==> src/rtl/uart_pkg.sv <==
// uart_pkg: shared UART definitions (FSM states, oversampling constants).
// Used by the receiver today and intended for the transmitter later.
package uart_pkg;

  localparam int unsigned OS_RATE   = 16;           // ticks per bit
  localparam int unsigned OS_MID    = 7;            // tick index of mid start bit
  localparam int unsigned OS_LAST   = OS_RATE - 1;  // last tick of a bit period
  localparam int unsigned DATA_BITS = 8;
  localparam int unsigned OS_W      = 4;            // os_cnt width
  localparam int unsigned BIT_W     = 3;            // bit_cnt width

  typedef enum logic [2:0] {
    ST_IDLE,
    ST_START,
    ST_DATA,
    ST_STOP,
    ST_BREAK
  } uart_state_e;

endpackage

==> src/rtl/uart_baud_tick.sv <==
// uart_baud_tick: DDFS phase accumulator; the carry out of acc+K is a
// single-cycle tick enable at f_clk*K/2^N.
// Ports: clk, rst_n (async active-low), tick_o (one-cycle enable).
module uart_baud_tick #(
  parameter int unsigned K = 1,
  parameter int unsigned N = 4
) (
  input  logic clk,
  input  logic rst_n,
  output logic tick_o
);

  logic [N-1:0] acc_q;
  logic [N:0]   sum_c;

  // Extra MSB captures the carry out of the accumulator add.
  assign sum_c = {1'b0, acc_q} + (N+1)'(K);

  always_ff @(posedge clk or negedge rst_n) begin
    if (!rst_n) begin
      acc_q  <= '0;
      tick_o <= 1'b0;
    end else begin
      acc_q  <= sum_c[N-1:0];
      tick_o <= sum_c[N];
    end
  end

endmodule

==> src/rtl/uart_rx_ddfs.sv <==
// uart_rx_ddfs: 8N1 UART receiver, 16x oversampled from a DDFS tick,
// delivering bytes over valid/ready.
// Ports: clk, rst_n (async active-low), rx_i (serial line, idle high),
//   data_o/valid_o/ready_i (byte handshake), frame_err_o and overrun_o
//   (one-cycle pulses), busy_o (receiver not idle).
module uart_rx_ddfs
  import uart_pkg::*;
#(
  parameter int unsigned K = 1,
  parameter int unsigned N = 4
) (
  input  logic                 clk,
  input  logic                 rst_n,
  input  logic                 rx_i,
  output logic [DATA_BITS-1:0] data_o,
  output logic                 valid_o,
  input  logic                 ready_i,
  output logic                 frame_err_o,
  output logic                 overrun_o,
  output logic                 busy_o
);

  logic tick;

  uart_baud_tick #(.K(K), .N(N)) u_tick (
    .clk    (clk),
    .rst_n  (rst_n),
    .tick_o (tick)
  );

  // Two-flop synchroniser, reset to idle-high so reset never looks like a start bit.
  logic rx_meta_q, rx_s_q;

  always_ff @(posedge clk or negedge rst_n) begin
    if (!rst_n) begin
      rx_meta_q <= 1'b1;
      rx_s_q    <= 1'b1;
    end else begin
      rx_meta_q <= rx_i;
      rx_s_q    <= rx_meta_q;
    end
  end

  uart_state_e          state_q, state_d;
  logic [OS_W-1:0]      os_cnt_q, os_cnt_d;
  logic [BIT_W-1:0]     bit_cnt_q, bit_cnt_d;
  logic [DATA_BITS-1:0] shift_q, shift_d;
  logic [DATA_BITS-1:0] data_q, data_d;
  logic                 valid_q, valid_d;
  logic                 frame_err_q, frame_err_d;
  logic                 overrun_q, overrun_d;
  logic                 busy_q, busy_d;
  logic                 byte_done;

  // Next-state: FSM steps only on tick; handshake evaluated every cycle.
  always_comb begin
    state_d     = state_q;
    os_cnt_d    = os_cnt_q;
    bit_cnt_d   = bit_cnt_q;
    shift_d     = shift_q;
    data_d      = data_q;
    valid_d     = valid_q;
    frame_err_d = 1'b0;
    overrun_d   = 1'b0;
    byte_done   = 1'b0;

    if (tick) begin
      case (state_q)
        ST_IDLE: begin
          if (!rx_s_q) begin
            state_d  = ST_START;
            os_cnt_d = '0;
          end
        end
        ST_START: begin
          if (os_cnt_q == OS_W'(OS_MID)) begin
            os_cnt_d  = '0;
            bit_cnt_d = '0;
            // A line that is high again at mid start bit was a glitch.
            state_d   = rx_s_q ? ST_IDLE : ST_DATA;
          end else begin
            os_cnt_d = OS_W'(os_cnt_q + OS_W'(1));
          end
        end
        ST_DATA: begin
          if (os_cnt_q == OS_W'(OS_LAST)) begin
            os_cnt_d = '0;
            shift_d  = {rx_s_q, shift_q[DATA_BITS-1:1]};
            if (bit_cnt_q == BIT_W'(DATA_BITS - 1)) begin
              state_d = ST_STOP;
            end else begin
              bit_cnt_d = BIT_W'(bit_cnt_q + BIT_W'(1));
            end
          end else begin
            os_cnt_d = OS_W'(os_cnt_q + OS_W'(1));
          end
        end
        ST_STOP: begin
          if (os_cnt_q == OS_W'(OS_LAST)) begin
            os_cnt_d = '0;
            if (rx_s_q) begin
              byte_done = 1'b1;
              state_d   = ST_IDLE;
            end else begin
              frame_err_d = 1'b1;
              state_d     = ST_BREAK;
            end
          end else begin
            os_cnt_d = OS_W'(os_cnt_q + OS_W'(1));
          end
        end
        ST_BREAK: begin
          // Hold off until the line returns high so a held-low line can't re-trigger.
          if (rx_s_q) state_d = ST_IDLE;
        end
        default: state_d = ST_IDLE;
      endcase
    end

    // Completed byte loads only if the output slot is free or being drained.
    if (byte_done) begin
      if (!valid_q || ready_i) begin
        data_d  = shift_q;
        valid_d = 1'b1;
      end else begin
        overrun_d = 1'b1;
      end
    end else if (valid_q && ready_i) begin
      valid_d = 1'b0;
    end

    busy_d = (state_d != ST_IDLE);
  end

  always_ff @(posedge clk or negedge rst_n) begin
    if (!rst_n) begin
      state_q     <= ST_IDLE;
      os_cnt_q    <= '0;
      bit_cnt_q   <= '0;
      shift_q     <= '0;
      data_q      <= '0;
      valid_q     <= 1'b0;
      frame_err_q <= 1'b0;
      overrun_q   <= 1'b0;
      busy_q      <= 1'b0;
    end else begin
      state_q     <= state_d;
      os_cnt_q    <= os_cnt_d;
      bit_cnt_q   <= bit_cnt_d;
      shift_q     <= shift_d;
      data_q      <= data_d;
      valid_q     <= valid_d;
      frame_err_q <= frame_err_d;
      overrun_q   <= overrun_d;
      busy_q      <= busy_d;
    end
  end

  assign data_o      = data_q;
  assign valid_o     = valid_q;
  assign frame_err_o = frame_err_q;
  assign overrun_o   = overrun_q;
  assign busy_o      = busy_q;

endmodule

==> config.mk <==
export PLATFORM = sky130hd
export DESIGN_NAME = uart_rx_ddfs
export DESIGN_NICKNAME = d
export VERILOG_FILES = /design/src/rtl/uart_pkg.sv /design/src/rtl/uart_baud_tick.sv /design/src/rtl/uart_rx_ddfs.sv
export SDC_FILE = /design/constraint.sdc
export NUM_CORES = 1
export LEC_CHECK = 0
export CAP_MARGIN = 20
export CORE_ASPECT_RATIO = 1.25
export CORE_UTILIZATION = 45
export CTS_CLUSTER_SIZE = 12
export DETAILED_ROUTE_END_ITERATION = 8
export PLACE_DENSITY_LB_ADDON = 0.12
export SLEW_MARGIN = 10
export SYNTH_ARGS = -nofsm -noshare
export SYNTH_HDL_FRONTEND = slang
export SYNTH_HIERARCHICAL = 1
export SYNTH_SLANG_ARGS = --single-unit
export TNS_END_PERCENT = 1
==> constraint.sdc <==
create_clock -name clk -period 2.2 [get_ports clk]
set_input_delay 0.33 -clock clk [delete_from_list [all_inputs] [get_ports clk]]
set_output_delay 0.33 -clock clk [all_outputs]
set_load 0.005 [all_outputs]
==> results of run 1 <==
-- power by group through the flow --
stage	clock network, mW	registers [mW]	logic [mW]
final	0.573	0.697	0.0365
after global placement	0	0.709	0.0370
after detailed placement	0	0.710	0.0378
after CTS	0.590	0.697	0.0382
after floorplan	0	0.706	0.0188
after global routing	0.613	0.698	0.0425
-- registers in the layout, indices dropped and copies added, names as in the netlist --
| name | count |
|---|---|
| overrun_o | 1 |
| bit_cnt_q | 3 |
| u_tick/tick_o | 1 |
| busy_o | 1 |
| u_tick/acc_q | 4 |
| os_cnt_q | 4 |
| shift_q | 8 |
| valid_o | 1 |
| rx_meta_q | 1 |
| data_o | 8 |
| state_q | 3 |
| frame_err_o | 1 |
| rx_s_q | 1 |
-- cell families (layout without fill, tap and decap cells) --
logic type	count (synthesis)	count (layout)	synth area share [%]
mux	18	18	12.7
simple gates	40	40	15.8
xor+xnor	3	3	1.65
buf+inv	7	28	2.44
flops	37	37	58.4
compound gates	12	12	5.82
fa+ha+maj	4	4	3.15
-- worst max-delay path by stage --
stage	from	endpoint	slack (ns)	cells past startpoint
2_1_floorplan	os_cnt_q[0]	data_o[0]	0.31	6
3_3_place_gp	os_cnt_q[0]	data_o[6]	0.18	6
3_5_place_dp	os_cnt_q[0]	data_o[1]	0.15	6
4_1_cts	os_cnt_q[0]	data_o[1]	0.14	6
5_1_grt	os_cnt_q[0]	data_o[4]	0.05	6
6_report	os_cnt_q[0]	data_o[1]	0.15	6
-- through the flow --
stage                     total power, mW  std cells  util [%]  hold WS [ns]
after global routing                 1.35        179      57.6         0.186
after CTS                            1.32        179      57.6         0.157
after detailed placement            0.748        171      54.2         0.351
final                                1.31        179      57.6         0.121
after floorplan                     0.724        121         -        0.0344
after global placement              0.746        171      54.2         0.346
-- placed cells by master (no fill, tap or decap), types with 2 or more instances in the layout --
master	Yosys	final
nand2_1	6	6
clkdlybuf4s50_1	0	14
ha_1	4	4
nand3b_1	2	2
clkbuf_8	0	5
buf_4	0	4
dfrtp_1	35	35
a21oi_1	2	2
nor2_1	6	6
xnor2_1	2	2
nor3b_1	2	2
nand2b_1	6	6
nand4_1	2	2
nand3_1	3	3
nor3_1	2	2
a22o_1	3	3
dfstp_2	2	2
mux2_2	18	18
-- per-layer routing --
metal | track usage [%] | up-vias | wire (um)
met5 | 0 | - | 0
met4 | 5.94 | 0 | 18
met3 | 5.78 | 2 | 89
met2 | 24.2 | 17 | 1240
met1 | 18.9 | 466 | 1110
li1 | - | 473 | -
-- area by class of cell --
| cell class | count | area (um2) |
|---|---|---|
| clock inverter | 2 | 38.8 |
| sequential | 37 | 928 |
| timing repair buffer | 19 | 175 |
| fill | 285 | 1390 |
| multi-input combinational | 77 | 623 |
| inverter | 1 | 3.75 |
| tap | 37 | 46.3 |
| clock buffer | 6 | 72.6 |
==> metrics.yaml, run 1 <==
fmax_mhz: 487
cts_tree: "yes"
hold_viol: 0
wl_per_cell_um: 13.8
share_comb_of_total_power_pct: 2.8
vias_per_cell: 5.35
hold_path.class: "in -> async"
avgSynthCellArea_um2: 13.1
die_y_um: 68.5
n_antenna_cell: 0
vias: 958
rr_startpoint: "os_cnt_q[0]"
drt_wl_total_um: 2460
post-place-ws_ns: 0.151
synth_area_leader_cell: "dfrtp_1"
fin_crit_ns: 2.05
slowest_delay_ns: 0.43
grt_overflow_total: 0
die-area_mm2: 0.00378
crit_arrival_ns: 2.22
drt_pass1_iterations: 4
finalClockSkew_ns: 0.00306
async_reset_ff_share_pct: 100
critPathBufInv: 1
antenna_found_initial: 0
synth_ff_type: "dfrtp_1"
tightest_slew_ns: 0.784
synthTopCellsByCount: "dfrtp_1, mux2_2, nand2_1, nand2b_1, nor2_1"
report.final.setup_viol: 0
ys_ff_latch: 37
outcome: "complete, no violations"
r2r-end: "data_o[1]"
postCtsResizedCells: 0
finalSetupTns_ns: 0
coreArea_mm2: 0.00328
port_buffers: 15
timing.reg2reg.setup_slack_ns: 0.15
synth.distinct_cells: 38
layout.nets: 149
grt_pass1_wl_um: 3990
switching_share_pct: 20.1
syn_area_mm2: 0.00159
clk_pin_slew_ns: 0.07
start_util_pct: 48.5
crit_type: "reg -> reg"
timing.slew.headroom_pct: 47.8
irDropWorstVdd_mv: 0.538
io_pins: 16
stdcell_area_mm2: 0.00189
required_ns: 2.36
intPower_mw: 1.04
ff2ff_path_depth: 6
row_count: 23
grt_max_degree: 38
critPathSlowestCell: "or3_4"
postCtsHoldBufs: 0
finalCritPeriodShare_pct: 93.4
gp_congestion: 0.840
insertion_delay_ns: 0.28
drive_above_1_share_pct: 26.1
yosys_warnings: 6
cts_setup_buffers: 0
worstPathCellList: "ha_1, nand4_4, or3_4, nor2b_2, buf_4, mux2_2"
cts_sinks: 37
area_growth_pct: 18.7
clockPowerShare_pct: 43.9
track_usage_pct: 15.4
final-max-slew-violation-count: 0
synth_top_area_share_pct: 55.1
start_kind: "flip-flop"
numCtsBuffers: 5
p_per_area_mw_per_mm2: 692
drc_errors: 0
dpl.hpwl_um: 1750
grt_pass1_vias: 910
cts_buffer_depth: 2
yosysMostFrequentCell: "dfrtp_1"
crit_family: "simple AND/OR/NAND/NOR gates"
leakage_nw: 0.907
placed_area_mm2: 0.00178
synthTopCellsByArea: "dfrtp_1, mux2_2, dfstp_2"
pwr-share-seq_pct: 53.3
synth_seq_area_share_pct: 58.4
maxCapViolations: 0
critPathCaptureType: "flip-flop"
syn_inst: 121
antenna_left: 0
die_x_um: 55.2
drt_iter0_markers: 15
cts_root_buffer: "clkbuf_8"
crit_fanout: 8
worst_slack_ns: 0.146
synth_edf_count: 0
power.switching_uw: 263
rsz0062_at_grt: "no"
h-tree-depth: 2
synth_nets: 129
Note: power is estimated with default switching activity, not from simulation.
==> inputs of run 2 (changes only) <==
- CTS_BUF_LIST: not set -> sky130_fd_sc_hd__clkbuf_8
==> run 2 against run 1 <==
Compared with the run above:
- largest cell class unchanged
- count of clock-buffer cells in the layout is 1 lower
- via count is the same
- die area unchanged
- maximum frequency did not move
- clock skew did not move
==> metrics.yaml, run 2 (synthesis gave the netlist of run 1 again) <==
outcome: "complete, no violations"
row_count: 23
postCtsResizedCells: 0
drt_iter0_markers: 15
numCtsBuffers: 5
post-place-ws_ns: 0.151
worst_slack_ns: 0.146
crit_type: "reg -> reg"
final_common_cell: "dfrtp_1"
grt_overflow_total: 0
rr_startpoint: "os_cnt_q[0]"
insertion_delay_ns: 0.28
required_ns: 2.36
fmax_mhz: 487
fin_crit_ns: 2.05
vias_per_cell: 5.35
dpl.hpwl_um: 1750
drt_pass1_iterations: 4
clk_pin_slew_ns: 0.07
antenna_left: 0
drc_errors: 0
cts_buffer_depth: 2
p_per_area_mw_per_mm2: 690
slowest_delay_ns: 0.43
routed.top_layer: "met4"
layout.nets: 149
report.final.setup_viol: 0
mostFrequentLayoutCells: "dfrtp_1, mux2_2, clkdlybuf4s50_1"
antenna_found_initial: 0
wl_met3_um: 89
die_y_um: 68.5
grt_max_degree: 38
vias: 958
h-tree-depth: 2
critPathCaptureType: "flip-flop"
num-fill-cells: 285
leakage_nw: 0.911
area_growth_pct: 18.7
postCtsHoldBufs: 0
timing.reg2reg.setup_slack_ns: 0.15
irDropWorstVdd_mv: 0.537
tightest_slew_ns: 0.784
drive_above_1_share_pct: 26.1
maxCapViolations: 0
coreArea_mm2: 0.00328
r2r-end: "data_o[1]"
wl_per_cell_um: 13.8
ff2ff_path_depth: 6
timing.slew.headroom_pct: 47.8
finalClockSkew_ns: 0.00306
critPathSlowestCell: "or3_4"
cts_root_buffer: "clkbuf_8"
n_antenna_cell: 0
cp_num_cells: 6
track_usage_pct: 15.4
io_pins: 16
gp_congestion: 0.840
drt_wl_total_um: 2460
crit_family: "simple AND/OR/NAND/NOR gates"
finalSetupTns_ns: 0
place_inst: 171
hold_path.class: "in -> async"
met2_length_um: 1240
crit_arrival_ns: 2.22
grt_pass1_wl_um: 3990
rsz0062_at_grt: "no"
finalCritPeriodShare_pct: 93.4
start_kind: "flip-flop"
hold_ws_ns: 0.121
critPathBufInv: 1
start_util_pct: 48.5
fin_cells: 179
final-max-slew-violation-count: 0
port_buffers: 15
worstPathCellList: "ha_1, nand4_4, or3_4, nor2b_2, buf_4, mux2_2"
crit_fanout: 8
wl_met1_um: 1110
cts_sinks: 37
hold_viol: 0
cts_tree: "yes"
die-area_mm2: 0.00378
cts_setup_buffers: 0
fin_util_pct: 57.6
die_x_um: 55.2
grt_pass1_vias: 910
[run 2: cell count changes in the layout (fill, tap and decap cells not counted), sizes merged]
cell / change
inv: +1
clkbuf: -1
[run 2: through the flow]
step	area, um2	power [mW]
final	1890	1.30
after global routing	1890	1.35
after CTS	1890	1.32
after detailed placement	1780	0.748
after global placement	1780	0.746
after floorplan	1590	0.724
[run 2: worst max-delay path by stage]
stage,start,end,slack (ns)
2_1_floorplan,os_cnt_q[0],data_o[0],0.31
3_3_place_gp,os_cnt_q[0],data_o[6],0.18
3_5_place_dp,os_cnt_q[0],data_o[1],0.15
4_1_cts,os_cnt_q[0],data_o[1],0.14
5_1_grt,os_cnt_q[0],data_o[4],0.05
6_report,os_cnt_q[0],data_o[1],0.15
[run 2: layer usage]
metal / vias up / GRT usage [%]
met5: - / 0
met4: 0 / 5.94
met3: 2 / 5.78
met2: 17 / 24.2
met1: 466 / 18.9
li1: 473 / -
[run 2: layout make-up]
class                      count  area, um2  area share [%]
clock inverter                 3       42.5            2.25
sequential                    37        928            49.2
clock buffer                   5       68.8            3.64
inverter                       1       3.75           0.199
tap                           37       46.3            2.45
multi-input combinational     77        623            33.0
timing repair buffer          19        175            9.28
[run 2: power breakdown]
| group | internal (mW) | total (mW) | switching, mW |
|---|---|---|---|
| combinational | 0.0154 | 0.0365 | 0.0211 |
| clock | 0.335 | 0.569 | 0.233 |
| sequential | 0.689 | 0.697 | 0.00850 |
| total | 1.04 | 1.30 | 0.263 |
==> inputs of run 3 (changes only) <==
--- a/config.mk
+++ b/config.mk
@@ -9,3 +9,3 @@
 export CORE_ASPECT_RATIO = 1.25
-export CORE_UTILIZATION = 45
+export CORE_UTILIZATION = 40
 export CTS_BUF_LIST = sky130_fd_sc_hd__clkbuf_8
--- a/constraint.sdc
+++ b/constraint.sdc
@@ -3,2 +3,2 @@
 set_output_delay 0.33 -clock clk [all_outputs]
-set_load 0.005 [all_outputs]
+set_load 0.02 [all_outputs]
==> run 3 against run 2 <==
Compared with the run above:
- count of clock-buffer cells in the layout unchanged
- wire length up 5.0%
- maximum frequency up 6.3%
- clock skew up 0.00071 ns
- first-iteration DRC count unchanged
- clock power down 23%
- cell area up 0.80%
- via count up 3.4%
- flip-flop and latch count unchanged
- utilization down 7.3 points
- critical path depth unchanged
- sequential power about the same
==> metrics.yaml, run 3 (synthesis gave the netlist of run 1 again) <==
postCtsHoldBufs: 0
gp_congestion: 0.796
cts_setup_buffers: 0
intPower_uw: 920
die-area_mm2: 0.00423
final_common_cell: "dfrtp_1"
mostFrequentLayoutCells: "dfrtp_1, mux2_2, clkdlybuf4s50_1"
cts_buffer_depth: 2
irDropWorstVdd_mv: 0.419
num-fill-cells: 362
drc_errors: 0
grt_overflow_total: 0
grt_pass1_wl_um: 4700
slowest_delay_ns: 0.43
insertion_delay_ns: 0.28
critPathSlowestCell: "or3_4"
cts_root_buffer: "clkbuf_8"
finalCritPeriodShare_pct: 87.9
start_util_pct: 42.0
crit_fanout: 8
antenna_found_initial: 0
required_ns: 2.37
area_growth_pct: 19.7
cts_tree: "yes"
fmax_mhz: 517
numCtsBuffers: 5
dpl.hpwl_um: 1830
rsz0062_at_grt: "no"
leakage_nw: 0.917
outcome: "complete, no violations"
finalSetupTns_ns: 0
timing.slew.headroom_pct: 48.1
track_usage_pct: 14.8
final-max-slew-violation-count: 0
fin_crit_ns: 1.93
drive_above_1_share_pct: 27.6
worstPathCellList: "ha_1, nand4_4, or3_4, nor2b_2, buf_4, mux2_2"
grt_pass1_vias: 1031
crit_arrival_ns: 2.10
h-tree-depth: 2
tightest_slew_ns: 0.779
die_y_um: 72.5
wl_per_cell_um: 13.0
hold_path.class: "in -> async"
n_antenna_cell: 0
vias_per_cell: 4.98
regArea_um2: 928
coreArea_mm2: 0.00378
drt_pass1_iterations: 4
critPathCaptureType: "flip-flop"
critPathBufInv: 1
drt_iter0_markers: 15
crit_family: "simple AND/OR/NAND/NOR gates"
postCtsResizedCells: 0
clockPowerShare_pct: 37.2
p_per_area_mw_per_mm2: 616
port_buffers: 15
fin_util_pct: 50.3
power.switching_uw: 253
finalClockSkew_ns: 0.00377
start_kind: "flip-flop"
drt_wl_total_um: 2590
row_count: 25
antenna_left: 0
crit_type: "reg -> reg"
layout.nets: 152
report.final.setup_viol: 0
multi_input_area_um2: 623
cts_sinks: 37
switching_share_pct: 21.6
io_pins: 16
share_comb_of_total_power_pct: 3.4
hold_viol: 0
die_x_um: 58.4
clk_pin_slew_ns: 0.07
vias: 991
grt_max_degree: 38
maxCapViolations: 0
pwr-share-seq_pct: 59.4
run 3: cell types whose count changed in the layout (fill, tap and decap cells not counted), sizes merged:
cell | previous run | this run
clkinv | 1 | 2
bufinv | 1 | 0
buf | 5 | 8
run 3: stage by stage:
stage	worst slack, ns	instance area (um2)	total power, mW	std cells	hold WS, ns
floorplan	0.310	1590	0.726	121	0.0344
global placement	0.307	1820	0.750	191	0.346
detailed placement	0.265	1820	0.751	191	0.351
CTS	0.246	1900	1.20	199	0.155
global route	0.155	1900	1.23	199	0.182
finish	0.267	1900	1.17	199	0.127
run 3: worst paths after layout:
check,slack [ns],end,cells after the start,from
max in group asynchronous,1.58,shift_q[1],1,rst_n
hold reg to reg,0.36,rx_s_q,0,rx_meta_q
hold / removal,0.13,os_cnt_q[2],1,rst_n
setup reg to reg,0.27,data_o[3],6,os_cnt_q[1]
setup / recovery,0.27,data_o[3],6,os_cnt_q[1]
min in group clk,0.36,rx_s_q,0,rx_meta_q
run 3: cell type report:
type,instances,share of cell area [%]
multi-input combinational,77,32.7
clock inverter,3,0.723
inverter,1,0.197
timing repair buffer,22,10.4
clock buffer,5,3.62
tap,54,3.55
sequential,37,48.8
run 3: worst register-to-register path: cells and delay by family (launching register included):
| kind | cells | cell delay [ns] |
|---|---|---|
| mux | 1 | 0.34 |
| simple gates | 3 | 0.70 |
| buf+inv | 1 | 0.17 |
| fa+ha+maj | 1 | 0.23 |
| flops | 1 | 0.38 |
run 3: routing by layer:
metal  GRT usage, %  up-vias  wire length (um)
li1               -      481                 -
met1           18.1      489              1150
met2           24.3       16              1310
met3           4.46        5                92
met4           6.35        0                33
met5              0        -                 0
run 3: power groups by stage:
| stage | sequential [mW] | combinational [mW] | clock (mW) |
|---|---|---|---|
| finish | 0.697 | 0.0394 | 0.436 |
| global route | 0.697 | 0.0447 | 0.488 |
| CTS | 0.697 | 0.0411 | 0.460 |
| detailed placement | 0.710 | 0.0411 | 0 |
| global placement | 0.709 | 0.0408 | 0 |
| floorplan | 0.707 | 0.0188 | 0 |
